**src/rtl/sha512_padder.sv**
```systemverilog
// rtl/sha512_padder.sv - FIPS 180-4 padder: 512-bit message lines in, padded 1024-bit SHA-512 blocks out
module sha512_padder (
  input  logic          clk,
  input  logic          reset,
  input  logic          start,
  input  logic [31:0]   msg_len,
  input  logic [511:0]  line,
  input  logic          line_valid,
  output logic          line_ready,
  output logic [1023:0] block,
  output logic          block_valid,
  input  logic          block_ready,
  output logic          block_last,
  output logic          busy
);

  typedef enum logic [2:0] {IDLE, FILL_LO, FILL_HI, PAD_ONLY, EMIT} state_t;

  state_t        state_q, state_d;
  logic [31:0]   len_q, len_d;
  logic [32:0]   cnt_q, cnt_d;
  logic [1023:0] blk_q, blk_d;
  logic          last_q, last_d;
  logic          extra_q, extra_d;
  logic          marker_q, marker_d;

  logic [32:0]   rem;
  logic          take_all;
  logic [6:0]    take;
  logic [6:0]    r;
  logic [127:0]  len_field;
  logic [1023:0] len_blk;
  logic [511:0]  line_masked;
  logic [1023:0] merged;
  logic [1023:0] padded;
  logic          tail_extra;

  // Datapath: mask the incoming line to the bytes still owed, merge it into
  // the proper half, and pre-compute the padded form for the final line.
  always_comb begin
    rem      = {1'b0, len_q} - cnt_q;
    take_all = (rem <= 33'd64);
    take     = take_all ? rem[6:0] : 7'd64;
    r        = len_q[6:0];
    len_field = {93'd0, len_q, 3'd0};
    len_blk   = '0;
    for (int k = 0; k < 16; k++)
      len_blk[8*(112+k) +: 8] = len_field[8*(15-k) +: 8];
    for (int i = 0; i < 64; i++)
      line_masked[8*i +: 8] = (7'(i) < take) ? line[8*i +: 8] : 8'h00;
    merged = (state_q == FILL_HI) ? {line_masked, blk_q[511:0]}
                                  : {blk_q[1023:512], line_masked};
    padded = merged;
    if (r != 7'd0) begin
      padded[{r, 3'b000} +: 8] = 8'h80;
      if (r < 7'd112)
        padded = padded | len_blk;
    end
    // Full final block or no room for the length: one more block follows.
    tail_extra = (r == 7'd0) || (r >= 7'd112);
  end

  always_comb begin
    state_d  = state_q;
    len_d    = len_q;
    cnt_d    = cnt_q;
    blk_d    = blk_q;
    last_d   = last_q;
    extra_d  = extra_q;
    marker_d = marker_q;
    case (state_q)
      IDLE: begin
        if (start) begin
          len_d    = msg_len;
          cnt_d    = '0;
          blk_d    = '0;
          last_d   = 1'b0;
          extra_d  = 1'b0;
          marker_d = (msg_len == 32'd0);
          state_d  = (msg_len == 32'd0) ? PAD_ONLY : FILL_LO;
        end
      end
      FILL_LO, FILL_HI: begin
        if (line_valid) begin
          cnt_d = cnt_q + {26'd0, take};
          if (take_all) begin
            blk_d    = padded;
            extra_d  = tail_extra;
            marker_d = (r == 7'd0);
            last_d   = !tail_extra;
            state_d  = EMIT;
          end else begin
            blk_d   = merged;
            state_d = (state_q == FILL_HI) ? EMIT : FILL_HI;
          end
        end
      end
      PAD_ONLY: begin
        blk_d = len_blk;
        if (marker_q)
          blk_d[7:0] = 8'h80;
        last_d  = 1'b1;
        extra_d = 1'b0;
        state_d = EMIT;
      end
      EMIT: begin
        if (block_ready) begin
          blk_d = '0;
          if (last_q)
            state_d = IDLE;
          else if (extra_q)
            state_d = PAD_ONLY;
          else
            state_d = FILL_LO;
        end
      end
      default: state_d = IDLE;
    endcase
  end

  always_ff @(posedge clk or negedge reset) begin
    if (!reset) begin
      state_q  <= IDLE;
      len_q    <= '0;
      cnt_q    <= '0;
      blk_q    <= '0;
      last_q   <= 1'b0;
      extra_q  <= 1'b0;
      marker_q <= 1'b0;
    end else begin
      state_q  <= state_d;
      len_q    <= len_d;
      cnt_q    <= cnt_d;
      blk_q    <= blk_d;
      last_q   <= last_d;
      extra_q  <= extra_d;
      marker_q <= marker_d;
    end
  end

  assign line_ready  = (state_q == FILL_LO) || (state_q == FILL_HI);
  assign block_valid = (state_q == EMIT);
  assign block_last  = (state_q == EMIT) && last_q;
  assign busy        = (state_q != IDLE);
  assign block       = blk_q;

endmodule

```
**config.mk**
```make
export PLATFORM = sky130hd
export DESIGN_NAME = sha512_padder
export DESIGN_NICKNAME = d
export VERILOG_FILES = /design/src/rtl/sha512_padder.sv
export SDC_FILE = /design/constraint.sdc
export NUM_CORES = 2
export LEC_CHECK = 0
export BUFFER_PORTS_ARGS = -buffer_cell sky130_fd_sc_hd__buf_2
export CORE_AREA = 2 2 623 625
export DETAILED_ROUTE_END_ITERATION = 6
export DIE_AREA = 0 0 625 627
export SETUP_SLACK_MARGIN = 0.3
export SLEW_MARGIN = 40
export SYNTH_ARGS = -nofsm -noshare
export SYNTH_HDL_FRONTEND = slang
export SYNTH_SLANG_ARGS = --single-unit
```
**constraint.sdc**
```tcl
create_clock -name clk -period 9.75 [get_ports clk]
set_input_delay 1.95 -clock clk [delete_from_list [all_inputs] [get_ports clk]]
set_output_delay 1.95 -clock clk [all_outputs]
set_load 0.01 [all_outputs]
```
# After elaboration in Yosys (flattened, before gate mapping)
# Index checks and enable logic that the tools add are counted.
# W data, S select, Z words.
[totals]
input_bits = 549
register_bits = 1095
wordCells = 205
output_inout_bits = 1028
[op_classes]
n_reduce_logical = 19
order_cmp = 67
bitwise_logic = 1
add_sub_neg = 3
n_shift = 2
eq_ne = 8
n_mux = 98
[ops]
columns = ["operator", "count"]
rows = [
  ["$mux W1024", 7],
  ["$pmux W1024 S4", 1],
  ["$bwmux W1024", 1],
  ["$or A1024 B1024 Y1024", 1],
  ["$shift A8 B12 Y1024 const A", 1],
  ["$shiftx A8 B12 Y1024 const A", 1],
  ["$mux W8", 65],
  ["$lt A6 B7 Y1 const A", 32],
  ["$lt A5 B7 Y1 const A", 16],
  ["$mux W33", 2],
  ["$pmux W33 S2", 1],
  ["$lt A4 B7 Y1 const A", 8],
  ["$add A33 B7 Y33", 1],
  ["$le A33 B7 Y1 const B", 1],
  ["$sub A32 B33 Y33", 1],
  ["$logic_not A32 Y1", 1],
  ["$lt A3 B7 Y1 const A", 4],
  ["$mux W3", 5],
  ["$lt A1 B7 Y1 const A", 2],
  ["$lt A2 B7 Y1 const A", 2],
  ["$neg A10 Y12", 1],
  ["$pmux W3 S4", 1],
  ["$reduce_and A4 Y1", 3],
  ["$mux W1", 8],
  ["23 further kinds", 32],
]

# Longest topological paths before layout
[logic_depth]
word_depth = 13
depth_mapped = 29

# Worst setup path after synthesis
# No wires, ideal clock.
[synth_timing]
path_kind = "flip-flop to flip-flop"
start = "reg len_q[0]"
end = "reg cnt_q[25]"
arrival_time_ns = 6.042
period_less_slack_ns = 6.174
slack_ns = 3.576
path_stages_with_launch = 28
path_buffers = 5
setup_time_ns = 0.132
cell_sequence = "dfrtp_1 -> inv_1 -> ha_1 -> fa_1 -> nand2b_1 -> a211oi_1 -> o211ai_1 -> or3b_1 -> clkbuf_1 -> a211oi_1 -> a2111oi_1 -> nor4_1 -> buf_2 -> buf_2 -> buf_2 -> and2_1 -> ha_1 -> a21o_1 -> a21oi_1 -> o21ai_0 -> maj3_1 -> nand2_1 -> o41ai_1 -> maj3_1 -> buf_2 -> nand4_1 -> xnor2_1 -> nor2_1"
[synth_via]
elab_chain_cells = 6
[synth_rtl]
columns = ["item", "line_no", "source"]
rows = [
  ["from (decl)", "20", "logic [31:0] len_q, len_d;"],
  ["from (signal assigned)", "132", "len_q <= len_d;"],
  ["$sub A32 B33 Y33 (*)", "41", "rem = {1'b0, len_q} - cnt_q;"],
  ["$le A33 B7 Y1", "42", "take_all = (rem <= 33'd64);"],
  ["$mux W7 (*)", "43", "take = take_all ? rem[6:0] : 7'd64;"],
  ["$add A33 B7 Y33 (*)", "85", "cnt_d = cnt_q + {26'd0, take};"],
  ["$mux W33 (*)", "84", "if (line_valid) begin"],
  ["$pmux W33 S2 (*)", "71", "case (state_q)"],
  ["to (signal assigned)", "133", "cnt_q <= cnt_d;"],
  ["to (decl)", "21", "logic [32:0] cnt_q, cnt_d;"],
]
# Mark *: on every way between the ends. The rest lies on a longest branch, timed or not. The select of a mux whose other input is x is not followed.
# A chain may end at the register's enable or synchronous reset.

# Worst setup path after layout
[layout_timing]
start = "reg len_q[4]"
end = "reg cnt_q[20]"
# The elaborated chain is that of the path after synthesis.

==> out/results.txt <==
global-route wire length before repair: 595,000 µm
status: finished with violations
Top Usage Layer GRT: met2
Area growth syn-to-layout: 39.4%
maxcap violations: 0
most common cell after layout, fill and taps aside: buf_2
nets@finish: 7,426
die height: 627 µm
TritonCTS clock tree: done
crit-path cells: ha_1 -> o211a_1 -> a21boi_1 -> o211ai_1 -> a31oi_1 -> a21oi_1 -> xnor2_1 -> or4b_2 -> nor4_4 -> nand2b_1 -> fa_1 -> nor2b_1 -> o21ai_0 -> nand2b_1 -> nand3_1 -> a2111oi_4 -> nor3_1 -> nor2_2 -> a41oi_1 -> mux2_2
failing checks: design-rule violations
WL/cell: 39.3 µm
Most Frequent Cell on Critical Path: nand2b_1
worst-case clock buffer depth: 4
Synthesis Warnings: 0
DRT antenna net count: 0
CTS H-tree depth: 4
Synth Flop Type: dfrtp_1
# rows: 228
Crit-path slowest cell: or4b_2
DR vias/cell: 4.77
Peak Freq: 137 MHz
Period Utilization, post-route: 74.8%
kind of critical path: reg -> reg
share of layout cells above drive strength 1: 30.6%
CTS Sinks: 1,095
Syn Nets: 5,890
I/O Pins: 1,577
RSZ-0062 raised after global routing: false
Crit Path Max Fanout: 14
DRT Pass-1 Iters: 7
Port Buffers: 1,576
Setup Skew: 0.104 ns
Syn Inst Count: 5,299
initial core utilization: 13.5%
crit end category: flop
vias: 58.0k
die width: 625 µm
sequential-to-total area share from yosys stat: 52.7%
final hold vios: 0
final setup vio count: 0
min Tclk post-route: 7.30 ns
Worst-Margin Slew: 0.948 ns
met2 Usage GRT: 36.4%
root buffer cell: clkbuf_16
clk_lat worst skew: 0.89 ns
synthesized area: 0.0520 mm²
Slew headroom: 36.8%
most frequent cells in the layout: 1,575 x buf_2, 1,094 x dfrtp_1, 579 x o21ai_0
hpwl dp: 395,000 µm
Post-CTS Setup Repair Bufs: 0
DRC Markers: 5
worst IR drop on VDD: 0.000233 V
pwr dens: 392 mW/mm²
leakage power: 34.1 nW
total power: 0.0284 W
Core ar.: 0.385 mm²
Post-synth EDFFs: 0
HP Class: reg -> reg
die area: 0.392 mm²
register bit total from synthesis: 1,095
GRT met3 Usage: 10.8%
post-cts repair resize count: 0
largest stage delay on the critical path: 0.74 ns
Clock transition at path regs: 0.06 ns
total grt overflow: 0
fin. max-slew vios: 0
RD Place Congestion: 0.967
setup TNS: 0 ns
synth unique cells: 80
Post-synth ARST share: 100%
CP Launch Type: flop
Num CTS Buffers: 146
vias in the first global route: 52.4k
initial antenna violation count: 374
# hold bufs at CTS: 0
syn_area_per_cell: 9.82 µm²
largest net degree at the start of global routing: 141
drt total wl: 478,000 µm
initial drt markers: 7,830
M1 GR Usage: 26.4%
Crit path required time: 10.45 ns
crit path DAT: 7.99 ns
Tot GR Track Use: 23.3%
cell type report:
cell class                 count  area [µm²]
antenna                      157         393
clock buffer                 199        4210
clock inverter                59         781
fill                       42800      312000
inverter                     104         390
multi-input combinational   3758       23600
sequential                  1095       27400
tap                         5060        6330
timing repair buffer        1730        9370
sequential cells by signal, summed over array words and instances (netlist names):
signal    cells
cnt_q        33
block      1024
last_q        1
extra_q       1
state_q       3
marker_q      1
len_q        32
worst max-delay path: cells and delay by family (launching register included):
family	cells	cell delay, ns
AOI/OAI and AO/OA	8	2.50
xor gates and xnor gates	1	0.21
adders and majority gates	2	1.07
DFF	1	0.60
muxes	1	0.30
and+or+nand+nor	8	2.42
cell usage after synthesis, types with 11 or more instances:
cell type / count / area [µm²]
a211o_1: 33 / 289
a211oi_1: 31 / 233
a21boi_0: 13 / 97.6
a21o_1: 139 / 1040
a21oi_1: 324 / 1620
a221o_1: 34 / 340
a221oi_1: 11 / 96.3
a22o_1: 394 / 3450
a22oi_1: 26 / 195
a31oi_1: 109 / 682
a32o_1: 145 / 1450
a32oi_1: 25 / 219
and2_1: 45 / 282
and3_1: 22 / 138
buf_1: 18 / 67.6
buf_2: 14 / 70.1
clkbuf_1: 310 / 1160
dfrtp_1: 1095 / 27400
ha_1: 40 / 500
inv_1: 104 / 390
nand2_1: 549 / 2060
nand2b_1: 12 / 75.1
nand3_1: 94 / 470
nand4_1: 44 / 275
nor2_1: 373 / 1400
nor2b_1: 12 / 75.1
nor3_1: 152 / 761
nor3b_1: 23 / 173
nor4_1: 27 / 169
o211ai_1: 53 / 398
o21a_1: 53 / 398
o21ai_0: 600 / 3000
o21ai_1: 71 / 355
o22a_1: 25 / 219
o22ai_1: 11 / 68.8
o2bb2ai_1: 41 / 359
o31ai_1: 33 / 248
xnor2_1: 29 / 254
layer usage:
layer / part of all wire (%) / vias to the layer above
li1: - / 23300
met1: 36 / 29100
met2: 45 / 4153
met3: 13 / 1244
met4: 6.2 / 222
met5: 0.34 / -
power by group:
part           switching [W]  internal, W
sequential           0.00124      0.00614
combinational         0.0110      0.00426
clock                0.00241      0.00342
final timing paths:
| path | end | from | slack [ns] | depth (start not counted) |
|---|---|---|---|---|
| max | cnt_q[20] | len_q[4] | 2.45 | 20 |
| min | block[175] | block[175] | 0.47 | 2 |
| max reg2reg | cnt_q[20] | len_q[4] | 2.45 | 20 |
| min reg2reg | block[175] | block[175] | 0.47 | 2 |
| max in group asynchronous | block[200] | reset | 6.50 | 5 |
| min in group asynchronous | block[930] | reset | 0.96 | 1 |
stage by stage:
| step | setup slack (ns) | instances | hold WS [ns] | util [%] | area (µm²) |
|---|---|---|---|---|---|
| after floorplan | 3.58 | 5299 | 0.438 | - | 52000 |
| after global placement | 2.45 | 11700 | 0.447 | 17.3 | 66500 |
| after detailed placement | 2.62 | 11700 | 0.458 | 17.4 | 67000 |
| after CTS | 2.56 | 12000 | 0.472 | 18.7 | 72000 |
| after global routing | 2.09 | 12100 | 0.482 | 18.8 | 72300 |
| final | 2.45 | 12200 | 0.466 | 18.8 | 72500 |
cell families (layout without fill, tap and decap cells):
family / after synthesis / in the layout / share of synthesized area, %
muxes: 15 / 15 / 0.308
adders and majority gates: 45 / 45 / 1.10
xor gates and xnor gates: 39 / 39 / 0.656
AOI/OAI and AO/OA: 2261 / 2261 / 30.0
buffers and inverters: 446 / 2092 / 3.25
DFF: 1095 / 1095 / 52.7
and+or+nand+nor: 1398 / 1398 / 12.0
other: 0 / 157 / 0
No activity file was read; power rests on OpenSTA's default activity.
